<file path="src/rtl/pipe_pkg.sv">
// Shared pipeline-control definitions: register-index width, forwarding-select
// codes and the memory-wait FSM state encoding.
package pipe_pkg;

  localparam int unsigned REG_W = 5;
  localparam int unsigned FWD_W = 2;

  // Operand source selects for the ID-stage forwarding muxes
  localparam logic [FWD_W-1:0] FWD_REG    = 2'b00;
  localparam logic [FWD_W-1:0] FWD_EXALU  = 2'b01;
  localparam logic [FWD_W-1:0] FWD_MEMALU = 2'b10;
  localparam logic [FWD_W-1:0] FWD_MEMLD  = 2'b11;

  typedef enum logic [1:0] {
    RUN     = 2'd0,
    MEMWAIT = 2'd1,
    ERR     = 2'd2
  } state_t;

endpackage : pipe_pkg

</file>
<file path="src/rtl/pipe_hazard_ctrl_if.sv">
// Hazard-control bundle between the pipeline datapath and pipe_hazard_ctrl.
//   master : datapath side (drives stage info, receives control)
//   slave  : controller side
interface pipe_hazard_ctrl_if;
  import pipe_pkg::*;

  // ID-stage operands
  logic [REG_W-1:0] rs;
  logic [REG_W-1:0] rt;
  logic             id_use_rs;
  logic             id_use_rt;
  logic             id_flushed;
  // EX-stage producer
  logic             ewreg;
  logic             em2reg;
  logic [REG_W-1:0] ern;
  // MEM-stage producer
  logic             mwreg;
  logic             mm2reg;
  logic [REG_W-1:0] mrn;
  // Control flow and data memory
  logic             branch_taken;
  logic             mem_req;
  logic             mem_ready;
  // Controller outputs
  logic             wpcir;
  logic             flush;
  logic             bubble;
  logic             freeze;
  logic [FWD_W-1:0] fwda;
  logic [FWD_W-1:0] fwdb;
  logic             mem_err;

  modport master (
    output rs, rt, id_use_rs, id_use_rt, id_flushed,
    output ewreg, em2reg, ern, mwreg, mm2reg, mrn,
    output branch_taken, mem_req, mem_ready,
    input  wpcir, flush, bubble, freeze, fwda, fwdb, mem_err
  );

  modport slave (
    input  rs, rt, id_use_rs, id_use_rt, id_flushed,
    input  ewreg, em2reg, ern, mwreg, mm2reg, mrn,
    input  branch_taken, mem_req, mem_ready,
    output wpcir, flush, bubble, freeze, fwda, fwdb, mem_err
  );

endinterface : pipe_hazard_ctrl_if

</file>
<file path="src/rtl/pipe_fwd_sel.sv">
// Combinational forwarding select for one ID-stage source operand.
// Ports: src (operand index), EX producer (ewreg/em2reg/ern),
//        MEM producer (mwreg/mm2reg/mrn), fwd_c (select code out).
module pipe_fwd_sel
  import pipe_pkg::*;
(
  input  logic [REG_W-1:0] src,
  input  logic             ewreg,
  input  logic             em2reg,
  input  logic [REG_W-1:0] ern,
  input  logic             mwreg,
  input  logic             mm2reg,
  input  logic [REG_W-1:0] mrn,
  output logic [FWD_W-1:0] fwd_c
);

  logic src_nz;
  logic ex_hit;
  logic mem_hit;

  // r0 is hardwired to zero, so it never takes a forwarded value
  assign src_nz  = (src != REG_W'(0));
  assign ex_hit  = src_nz && (ern == src);
  assign mem_hit = src_nz && (mrn == src);

  // Youngest producer wins; a load still in EX has no data yet
  always_comb begin
    fwd_c = FWD_REG;
    if (ewreg && !em2reg && ex_hit) begin
      fwd_c = FWD_EXALU;
    end else if (mwreg && !mm2reg && mem_hit) begin
      fwd_c = FWD_MEMALU;
    end else if (mwreg && mm2reg && mem_hit) begin
      fwd_c = FWD_MEMLD;
    end
  end

endmodule : pipe_fwd_sel

</file>
<file path="src/rtl/pipe_hazard_ctrl.sv">
// Central sequencer for the 5-stage pipeline: PC/IF-ID write enable, IF/ID
// flush, ID/EX bubble, whole-pipe freeze on slow data memory, ID forwarding
// selects, and a memory-wait FSM with timeout into a sticky error state.
// Ports:
//   clock, resetn : rising-edge clock, asynchronous active-low reset
//   bus (slave)   : stage info in; wpcir/flush/bubble/freeze/fwda/fwdb/mem_err out
//   ldstall_cnt, memstall_cnt : stall counters, only with PIPE_HAZARD_PERF_EN
// Parameters: TIMEOUT (max MEMWAIT cycles, >=2), CNT_W (2**CNT_W > TIMEOUT).
// Optional build macro: PIPE_HAZARD_PERF_EN.
module pipe_hazard_ctrl
  import pipe_pkg::*;
#(
  parameter int unsigned TIMEOUT = 16,
  parameter int unsigned CNT_W   = 5
) (
  input  logic        clock,
  input  logic        resetn,
  pipe_hazard_ctrl_if.slave bus
`ifdef PIPE_HAZARD_PERF_EN
  ,
  output logic [31:0] ldstall_cnt,
  output logic [31:0] memstall_cnt
`endif
);

  state_t           state_q;
  state_t           state_d;
  logic [CNT_W-1:0] cnt_q;
  logic [CNT_W-1:0] cnt_d;
  logic [FWD_W-1:0] fwda_c;
  logic [FWD_W-1:0] fwdb_c;
  logic             ms_c;
  logic             ldh_c;

  pipe_fwd_sel u_fwd_a (
    .src    (bus.rs),
    .ewreg  (bus.ewreg),
    .em2reg (bus.em2reg),
    .ern    (bus.ern),
    .mwreg  (bus.mwreg),
    .mm2reg (bus.mm2reg),
    .mrn    (bus.mrn),
    .fwd_c  (fwda_c)
  );

  pipe_fwd_sel u_fwd_b (
    .src    (bus.rt),
    .ewreg  (bus.ewreg),
    .em2reg (bus.em2reg),
    .ern    (bus.ern),
    .mwreg  (bus.mwreg),
    .mm2reg (bus.mm2reg),
    .mrn    (bus.mrn),
    .fwd_c  (fwdb_c)
  );

  // State and wait-counter registers
  always_ff @(posedge clock or negedge resetn) begin
    if (!resetn) begin
      state_q <= RUN;
      cnt_q   <= '0;
    end else begin
      state_q <= state_d;
      cnt_q   <= cnt_d;
    end
  end

  // Next state: wait for mem_ready, give up after TIMEOUT wait cycles
  always_comb begin
    state_d = state_q;
    cnt_d   = cnt_q;
    case (state_q)
      RUN: begin
        if (bus.mem_req && !bus.mem_ready) begin
          state_d = MEMWAIT;
          cnt_d   = '0;
        end
      end
      MEMWAIT: begin
        if (bus.mem_ready) begin
          state_d = RUN;
        end else if (cnt_q == CNT_W'(TIMEOUT - 1)) begin
          state_d = ERR;
        end else begin
          cnt_d = cnt_q + CNT_W'(1);
        end
      end
      ERR:     state_d = ERR;
      default: state_d = RUN;
    endcase
  end

  // Stall conditions; the memory stall covers the first request cycle itself
  always_comb begin
    ms_c  = ((state_q == RUN) && bus.mem_req && !bus.mem_ready) ||
            ((state_q == MEMWAIT) && !bus.mem_ready) ||
            (state_q == ERR);
    ldh_c = bus.ewreg && bus.em2reg && (bus.ern != REG_W'(0)) && !bus.id_flushed &&
            ((bus.id_use_rs && (bus.ern == bus.rs)) ||
             (bus.id_use_rt && (bus.ern == bus.rt)));
  end

  // Outputs: forced to the idle pattern while reset is held
  always_comb begin
    bus.wpcir   = 1'b1;
    bus.flush   = 1'b0;
    bus.bubble  = 1'b0;
    bus.freeze  = 1'b0;
    bus.fwda    = FWD_REG;
    bus.fwdb    = FWD_REG;
    bus.mem_err = 1'b0;
    if (resetn) begin
      bus.fwda    = fwda_c;
      bus.fwdb    = fwdb_c;
      bus.mem_err = (state_q == ERR);
      if (ms_c) begin
        bus.freeze = 1'b1;
        bus.wpcir  = 1'b0;
      end else if (ldh_c) begin
        // A pending branch is dropped; it resolves again once the stall clears
        bus.wpcir  = 1'b0;
        bus.bubble = 1'b1;
      end else begin
        bus.flush  = bus.branch_taken;
      end
    end
  end

`ifdef PIPE_HAZARD_PERF_EN
  // Stall event counters, free-running modulo 2^32
  always_ff @(posedge clock or negedge resetn) begin
    if (!resetn) begin
      ldstall_cnt  <= '0;
      memstall_cnt <= '0;
    end else begin
      if (ldh_c && !ms_c) ldstall_cnt <= ldstall_cnt + 32'd1;
      if (ms_c)           memstall_cnt <= memstall_cnt + 32'd1;
    end
  end
`endif

endmodule : pipe_hazard_ctrl

</file>
<file path="src/flat_wrapper.sv">
// flat-port wrapper written by rule: the top's interface ports become plain ports
module pipe_hazard_ctrl_flat import pipe_pkg::*;
#(
  parameter int unsigned TIMEOUT = 16,
  parameter int unsigned CNT_W   = 5
)
  (clock, resetn, bus_rs, bus_rt, bus_id_use_rs, bus_id_use_rt, bus_id_flushed, bus_ewreg, bus_em2reg, bus_ern, bus_mwreg, bus_mm2reg, bus_mrn, bus_branch_taken, bus_mem_req, bus_mem_ready, bus_wpcir, bus_flush, bus_bubble, bus_freeze, bus_fwda, bus_fwdb, bus_mem_err);
  pipe_hazard_ctrl_if bus_i ();
  input  logic clock;
  input  logic resetn;
  input wire logic [$bits(bus_i.rs)-1:0] bus_rs;
  input wire logic [$bits(bus_i.rt)-1:0] bus_rt;
  input wire logic [$bits(bus_i.id_use_rs)-1:0] bus_id_use_rs;
  input wire logic [$bits(bus_i.id_use_rt)-1:0] bus_id_use_rt;
  input wire logic [$bits(bus_i.id_flushed)-1:0] bus_id_flushed;
  input wire logic [$bits(bus_i.ewreg)-1:0] bus_ewreg;
  input wire logic [$bits(bus_i.em2reg)-1:0] bus_em2reg;
  input wire logic [$bits(bus_i.ern)-1:0] bus_ern;
  input wire logic [$bits(bus_i.mwreg)-1:0] bus_mwreg;
  input wire logic [$bits(bus_i.mm2reg)-1:0] bus_mm2reg;
  input wire logic [$bits(bus_i.mrn)-1:0] bus_mrn;
  input wire logic [$bits(bus_i.branch_taken)-1:0] bus_branch_taken;
  input wire logic [$bits(bus_i.mem_req)-1:0] bus_mem_req;
  input wire logic [$bits(bus_i.mem_ready)-1:0] bus_mem_ready;
  output wire logic [$bits(bus_i.wpcir)-1:0] bus_wpcir;
  output wire logic [$bits(bus_i.flush)-1:0] bus_flush;
  output wire logic [$bits(bus_i.bubble)-1:0] bus_bubble;
  output wire logic [$bits(bus_i.freeze)-1:0] bus_freeze;
  output wire logic [$bits(bus_i.fwda)-1:0] bus_fwda;
  output wire logic [$bits(bus_i.fwdb)-1:0] bus_fwdb;
  output wire logic [$bits(bus_i.mem_err)-1:0] bus_mem_err;
  assign bus_i.rs = bus_rs;
  assign bus_i.rt = bus_rt;
  assign bus_i.id_use_rs = bus_id_use_rs;
  assign bus_i.id_use_rt = bus_id_use_rt;
  assign bus_i.id_flushed = bus_id_flushed;
  assign bus_i.ewreg = bus_ewreg;
  assign bus_i.em2reg = bus_em2reg;
  assign bus_i.ern = bus_ern;
  assign bus_i.mwreg = bus_mwreg;
  assign bus_i.mm2reg = bus_mm2reg;
  assign bus_i.mrn = bus_mrn;
  assign bus_i.branch_taken = bus_branch_taken;
  assign bus_i.mem_req = bus_mem_req;
  assign bus_i.mem_ready = bus_mem_ready;
  assign bus_wpcir = bus_i.wpcir;
  assign bus_flush = bus_i.flush;
  assign bus_bubble = bus_i.bubble;
  assign bus_freeze = bus_i.freeze;
  assign bus_fwda = bus_i.fwda;
  assign bus_fwdb = bus_i.fwdb;
  assign bus_mem_err = bus_i.mem_err;
  pipe_hazard_ctrl #(.TIMEOUT(TIMEOUT), .CNT_W(CNT_W)) u_core (.clock(clock), .resetn(resetn), .bus(bus_i));
endmodule
</file>
<file path="config.mk">
export PLATFORM = sky130hd
export DESIGN_NAME = pipe_hazard_ctrl_flat
export DESIGN_NICKNAME = d
export VERILOG_FILES = /design/src/rtl/pipe_pkg.sv /design/src/rtl/pipe_hazard_ctrl_if.sv /design/src/rtl/pipe_fwd_sel.sv /design/src/rtl/pipe_hazard_ctrl.sv /design/src/flat_wrapper.sv
export SDC_FILE = /design/constraint.sdc
export NUM_CORES = 1
export LEC_CHECK = 0
export CORE_MARGIN = 4
export CORE_UTILIZATION = 42
export CTS_CLUSTER_DIAMETER = 100
export DETAILED_ROUTE_END_ITERATION = 10
export GPL_TIMING_DRIVEN = 0
export PLACE_DENSITY = 0.84
export SETUP_SLACK_MARGIN = 0.15
export SLEW_MARGIN = 20
export SYNTH_ARGS = -nofsm -noshare
export SYNTH_HDL_FRONTEND = slang
export SYNTH_SLANG_ARGS = --single-unit
</file>
<file path="constraint.sdc">
create_clock -name clock -period 2.9 [get_ports clock]
set_input_delay 0.58 -clock clock [delete_from_list [all_inputs] [get_ports clock]]
set_output_delay 0.58 -clock clock [all_outputs]
set_load 0.02 [all_outputs]
</file>
==> results of run 1 <==
per-layer routing:
metal	up-vias	routed length, um	track usage [%]	share of wire, %
met3	6	117	6.02	4.5
met1	432	1110	25.3	42
met2	32	1360	37.9	52
met5	-	0	0	0
li1	464	-	-	-
met4	0	40	6.99	1.5
registers in the layout, summed over array words and instances (netlist names):
register	count
u_core.state_q	2
u_core.cnt_q	5
final cells by class:
cell class | instances | area (um2) | share of cell area [%]
repair buffers | 40 | 354 | 28.0
plain buffers | 2 | 7.51 | 0.593
multi-input cells | 92 | 661 | 52.2
well taps | 25 | 31.3 | 2.47
inverters | 3 | 11.3 | 0.889
flip-flops and latches | 7 | 175 | 13.8
clock buffers | 4 | 26.3 | 2.08
cell families (layout without fill, tap and decap cells):
logic type | count (synthesis) | after routing | share of synthesized area (%)
mux | 1 | 1 | 1.25
buf+inv | 5 | 49 | 2.34
xor+xnor | 16 | 16 | 17.5
simple gates | 54 | 54 | 35.5
flops | 7 | 7 | 21.9
compound gates | 19 | 19 | 18.4
fa+ha+maj | 2 | 2 | 3.12
cells in the mapped netlist:
library cell | n | share of area [%]
nand2_1 | 11 | 5.2
nor2_1 | 9 | 4.2
xor2_1 | 9 | 9.8
dfrtp_1 | 7 | 22
xnor2_1 | 7 | 7.7
nor3_1 | 6 | 3.8
nand2b_1 | 5 | 3.9
nand3_1 | 5 | 3.1
nor2b_1 | 5 | 3.9
a22o_1 | 4 | 4.4
or4_1 | 4 | 3.8
a21o_1 | 3 | 2.8
o21ai_0 | 3 | 1.9
clkbuf_1 | 2 | 0.94
ha_1 | 2 | 3.1
inv_1 | 2 | 0.94
nand4_1 | 2 | 1.6
o21a_1 | 2 | 1.9
o21ai_1 | 2 | 1.3
a2111oi_2 | 1 | 1.9
a21bo_1 | 1 | 1.3
a31oi_1 | 1 | 0.78
and2_1 | 1 | 0.78
and3_1 | 1 | 0.78
and4_1 | 1 | 1.1
inv_2 | 1 | 0.47
mux2i_1 | 1 | 1.3
nand3b_1 | 1 | 0.94
nor3b_1 | 1 | 0.94
nor4_1 | 1 | 0.78
o2111a_1 | 1 | 1.4
o31ai_1 | 1 | 0.94
or2_2 | 1 | 0.78
worst max-delay path, cell delays in order:
cell	delay, ns
clkdlybuf4s50_1	0.47
xor2_1	0.17
or4_4	0.52
nor2_1	0.12
o21a_1	0.11
buf_4	0.13
per-stage QoR:
step	util, %	setup slack [ns]
detailed placement	69.9	-0.445
CTS	71.2	0.0309
floorplan	-	0.521
global route	71.8	0.151
global placement	69.9	-0.394
finish	71.8	0.223
worst max-delay path by stage:
stage	depth (start not counted)	endpoint
after detailed placement	6	bus_fwdb[1]
after floorplan	4	bus_fwda[1]
after global placement	7	bus_fwdb[0]
after CTS	5	bus_fwdb[1]
after global routing	7	bus_fwdb[0]
final	6	bus_fwdb[0]
power groups by stage:
stage	clock, mW	combinational, mW	sequential (mW)
after CTS	0.0926	0.141	0.130
after global placement	0	0.139	0.129
after detailed placement	0	0.144	0.131
after global routing	0.100	0.158	0.133
final	0.0890	0.143	0.131
after floorplan	0	0.0709	0.126
timing repair:
| item | 4_1_cts | 5_1_grt |
|---|---|---|
| hold buffers | 0 | 0 |
| endpoints found under the setup margin | 9 | 7 |
| pin swaps | 4 | 2 |
| gates resized for setup | 41 | 21 |
==> key figures, run 1 <==
Detailed routing
  • DR vias/cell: 5.40
  • Detailed Routing Iterations Pass 1: 4
  • Post-Route WL: 2630 um
  • Routed length per instance: 15.2 um
  • Remaining DRCs: 0
  • Final ANT Viol Nets: 0
  • 1st-iter DRT viols: 26
  • DR vias: 934

Clock tree
  • Cts bufs inserted: 3
  • Clock Latency Late Sink: 0.26 ns
  • Clock buffer depth: 2
  • # H-tree levels: 1
  • CTS tree: done
  • Clock sinks: 7
  • Worst-path clk slew: 0.05 ns
  • Post-CTS setup buffer count: 0
  • CTS root buffer: clkbuf_4

Pwr
  • Int Pwr: 0.240 mW
  • Clock power share: 24.6%
  • Lkg Pwr: 0.537 nW
  • Total Power: 0.362 mW
  • Switch share: 33.9%
  • Peak supply drop: 0.320 mV
  • Combinational Power Share: 39.3%
  • Pwr/cell area: 286 nW/um2
  • Reg power frac: 36.1%
  • Sw power: 0.123 mW

Placed design
  • Post-DP HPWL: 2100 um
  • Placed cell area: 1230 um2
  • Dpl cells: 169
  • Gp weighted congestion: 0.849
  • IO Port Bufs: 40

GRT
  • GRT Overall Usage: 21.7%
  • GR Overflow Total: 0
  • Largest net degree at the start of global routing: 16
  • Vias in the first global route: 973
  • Antenna violations before repair: 0
  • First-pass GRT wire length: 4310 um

Timing
  • Worst hold slack: 0.422 ns
  • Final hold vios: 0
  • Period minus WS final: 2.68 ns
  • Final Cycle Share: 92.3%
  • Worst-Margin Slew: 0.563 ns
  • Max-slew headroom: 62.5%
  • Setup TNS: 0 ns
  • Final setup fails: 0
  • RSZ-0062 raised after global routing: false
  • Fin. max-slew vios: 0
  • F_max: 0.374 GHz
  • Setup Skew: 0.00585 ns

Worst setup path
  • Internal reg-to-reg setup slack: 0.89 ns
  • CP Data Required Time: 2.32 ns
  • Crit path max fanout: 2
  • RR Startpoint: u_core.cnt_q[0]
  • CP Launch Type: input pin
  • Crit Path Class: input pin to output port
  • Endpoint type of the worst setup path: output port
  • Critical Path Source: bus_mrn[3]
  • Arrival @ worst endpoint: 2.10 ns
  • FF-to-FF End: u_core.cnt_q[3]
  • Worst Reg2Reg Path Length in Cells: 8

Yosys
  • Syn Inst Count: 104
  • #FFs+latches synth: 7
  • Mapped Nets: 138
  • Mapped cell area: 801 um2
  • Synthesis Warnings: 0
  • Register area share after synthesis: 21.9%
  • Post-synth cell types: 33
  • Mean Syn Cell Area: 7.70 um2

Floorplan
  • Placeable Area: 1760 um2
  • Die Wd: 51.7 um
  • Die height: 51.7 um
  • Starting Density: 45.4%
  • # rows: 15
  • Top-Level Pins: 41
  • Die area: 2670 um2

Final layout
  • Final non-filler cell total: 173
  • Final net count: 183
  • Most common cell after layout, fill and taps aside: dlygate4sd2_1
  • Most frequent cells in the layout: dlygate4sd2_1, clkdlybuf4s50_1, nand2_1, xor2_1
  • # diodes: 0
  • Final Instance Area: 1270 um2
  • Area grow syn2layout: 58.1%
  • Fill count: 175
  • Share of layout cells above drive strength 1: 15.5%

Worst hold path
  • Hold WC Path Type: input pin to asynchronous set/reset pin

Run status
  • Run status: complete, no violations

Run
  • Max-Cap Viols: 0
No activity file was read; power rests on OpenSTA's default activity.
==> run 2: changes to the inputs <==
Settings changed: CORE_MARGIN 4 to 1.5, MAX_ROUTING_LAYER set to met4.
==> run 2 against run 1 <==
Compared with the run above: critical path depth is the same; clock power up 2%; global-route usage is 4.0 points higher; via count up 0.86%; clock-buffer cell count unchanged; worst setup slack worse by 0.058 ns; first-iteration DRC count fell by 27%; die area is 18% lower; register-to-register slack improved by 0.04 ns; cell area is 0.20% lower; utilization is 0.14 points lower; critical path type unchanged; largest power group unchanged.
==> key figures, run 2 (synthesized netlist as in run 1, its figures left out) <==
Run status
  • Run status: complete, no violations

GRT
  • GRT Overall Usage: 25.7%
  • GR Overflow Total: 0
  • First-pass GRT wire length: 3780 um
  • Antenna violations before repair: 0
  • Vias in the first global route: 850
  • Largest net degree at the start of global routing: 16

Floorplan
  • Top-Level Pins: 41
  • # rows: 15
  • Die Wd: 46.7 um
  • Die height: 46.7 um
  • Placeable Area: 1760 um2
  • Starting Density: 45.4%
  • Die area: 2180 um2

Placed design
  • Dpl cells: 169
  • IO Port Bufs: 40
  • Placed cell area: 1230 um2
  • Post-DP HPWL: 2050 um
  • Gp weighted congestion: 0.865
  • Place WS: -0.446 ns

Detailed routing
  • 1st-iter DRT viols: 19
  • Routed length per instance: 14.8 um
  • Remaining DRCs: 0
  • Post-Route WL: 2570 um
  • DR vias/cell: 5.41
  • DR vias: 942
  • Final ANT Viol Nets: 0
  • Detailed Routing Iterations Pass 1: 4

Worst setup path
  • Crit Path Class: input pin to output port
  • Crit path max fanout: 2
  • CP Launch Type: input pin
  • Arrival @ worst endpoint: 2.15 ns
  • Endpoint type of the worst setup path: output port
  • CP Data Required Time: 2.32 ns

Run
  • Max-Cap Viols: 0

Timing
  • Final setup fails: 0
  • Fin. max-slew vios: 0
  • Final worst slack: 0.166 ns
  • Final hold vios: 0
  • Final Cycle Share: 94.3%
  • F_max: 0.366 GHz
  • Setup Skew: 0.00471 ns
  • Max-slew headroom: 62.7%
  • RSZ-0062 raised after global routing: true
  • Worst hold slack: 0.418 ns
  • Setup TNS: 0 ns
  • Period minus WS final: 2.73 ns
  • Worst-Margin Slew: 0.560 ns

Final layout
  • Final non-filler cell total: 174
  • Max FFs per register: 5
  • Biggest register: u_core.cnt_q
  • Final net count: 184
  • Most frequent cells in the layout: dlygate4sd2_1, clkdlybuf4s50_1, nand2_1, xor2_1
  • Final Instance Area: 1260 um2
  • Area grow syn2layout: 57.8%
  • Most common cell after layout, fill and taps aside: dlygate4sd2_1
  • Share of layout cells above drive strength 1: 14.1%
  • Regs by FF count: u_core.cnt_q (5), u_core.state_q (2)
  • # diodes: 0
  • End-of-flow core utilization: 71.6%

Pwr
  • Total Power: 0.363 mW
  • Lkg Pwr: 0.542 nW
  • Pwr/cell area: 287 nW/um2
  • Peak supply drop: 0.256 mV

Clock tree
  • Hold buffers post-CTS: 0
  • Cts bufs inserted: 3
  • Clock buffer depth: 2
  • Clock sinks: 7
  • Worst-path clk slew: 0.05 ns
  • CTS root buffer: clkbuf_4
  • # H-tree levels: 1
  • Clock Latency Late Sink: 0.26 ns
  • CTS tree: done

Worst hold path
  • Hold WC Path Type: input pin to asynchronous set/reset pin
## run 2: final timing paths
kind	slack [ns]	cells after the start	from	to
setup / recovery	0.17	6	bus_mrn[3]	bus_fwdb[0]
max in group asynchronous	2.11	1	resetn	u_core.cnt_q[3]
min in group clock	0.56	1	u_core.cnt_q[4]	u_core.cnt_q[4]
hold / removal	0.42	1	resetn	u_core.cnt_q[1]
setup reg to reg	0.93	8	u_core.cnt_q[0]	u_core.cnt_q[3]
hold reg to reg	0.56	1	u_core.cnt_q[4]	u_core.cnt_q[4]
## run 2: layout make-up
| class | count | area, um2 |
|---|---|---|
| clock buffers | 4 | 26.3 |
| flip-flops and latches | 7 | 175 |
| well taps | 25 | 31.3 |
| multi-input cells | 92 | 653 |
| repair buffers | 41 | 359 |
| fillers | 168 | 500 |
| inverters | 3 | 11.3 |
| plain buffers | 2 | 7.51 |
## run 2: what timing repair did
item / 4_1_cts / 5_1_grt
resized for setup: 42 / 12
buffers inserted: 0 / 1
hold endpoints to repair: 0 / 0
pin swaps: 3 / 2
setup endpoints to repair: 9 / 8
## run 2: report_power, final
group          internal (mW)  total (mW)  leakage (nW)  switching [mW]
Sequential             0.112       0.130        0.0938          0.0172
Combinational         0.0745       0.143         0.433          0.0682
Clock                 0.0526      0.0906        0.0150          0.0379
## run 2: metal layers
layer	GRT usage (%)	wire, um
met1	30.8	1050
met2	43.3	1350
met3	6.67	126
met4	5.00	40
met5	-	0
## run 2: critical path, stage by stage
cell             delay [ns]
clkdlybuf4s50_1        0.48
xor2_1                 0.18
or4_4                  0.52
nor2_1                 0.13
o21a_1                 0.12
buf_2                  0.15
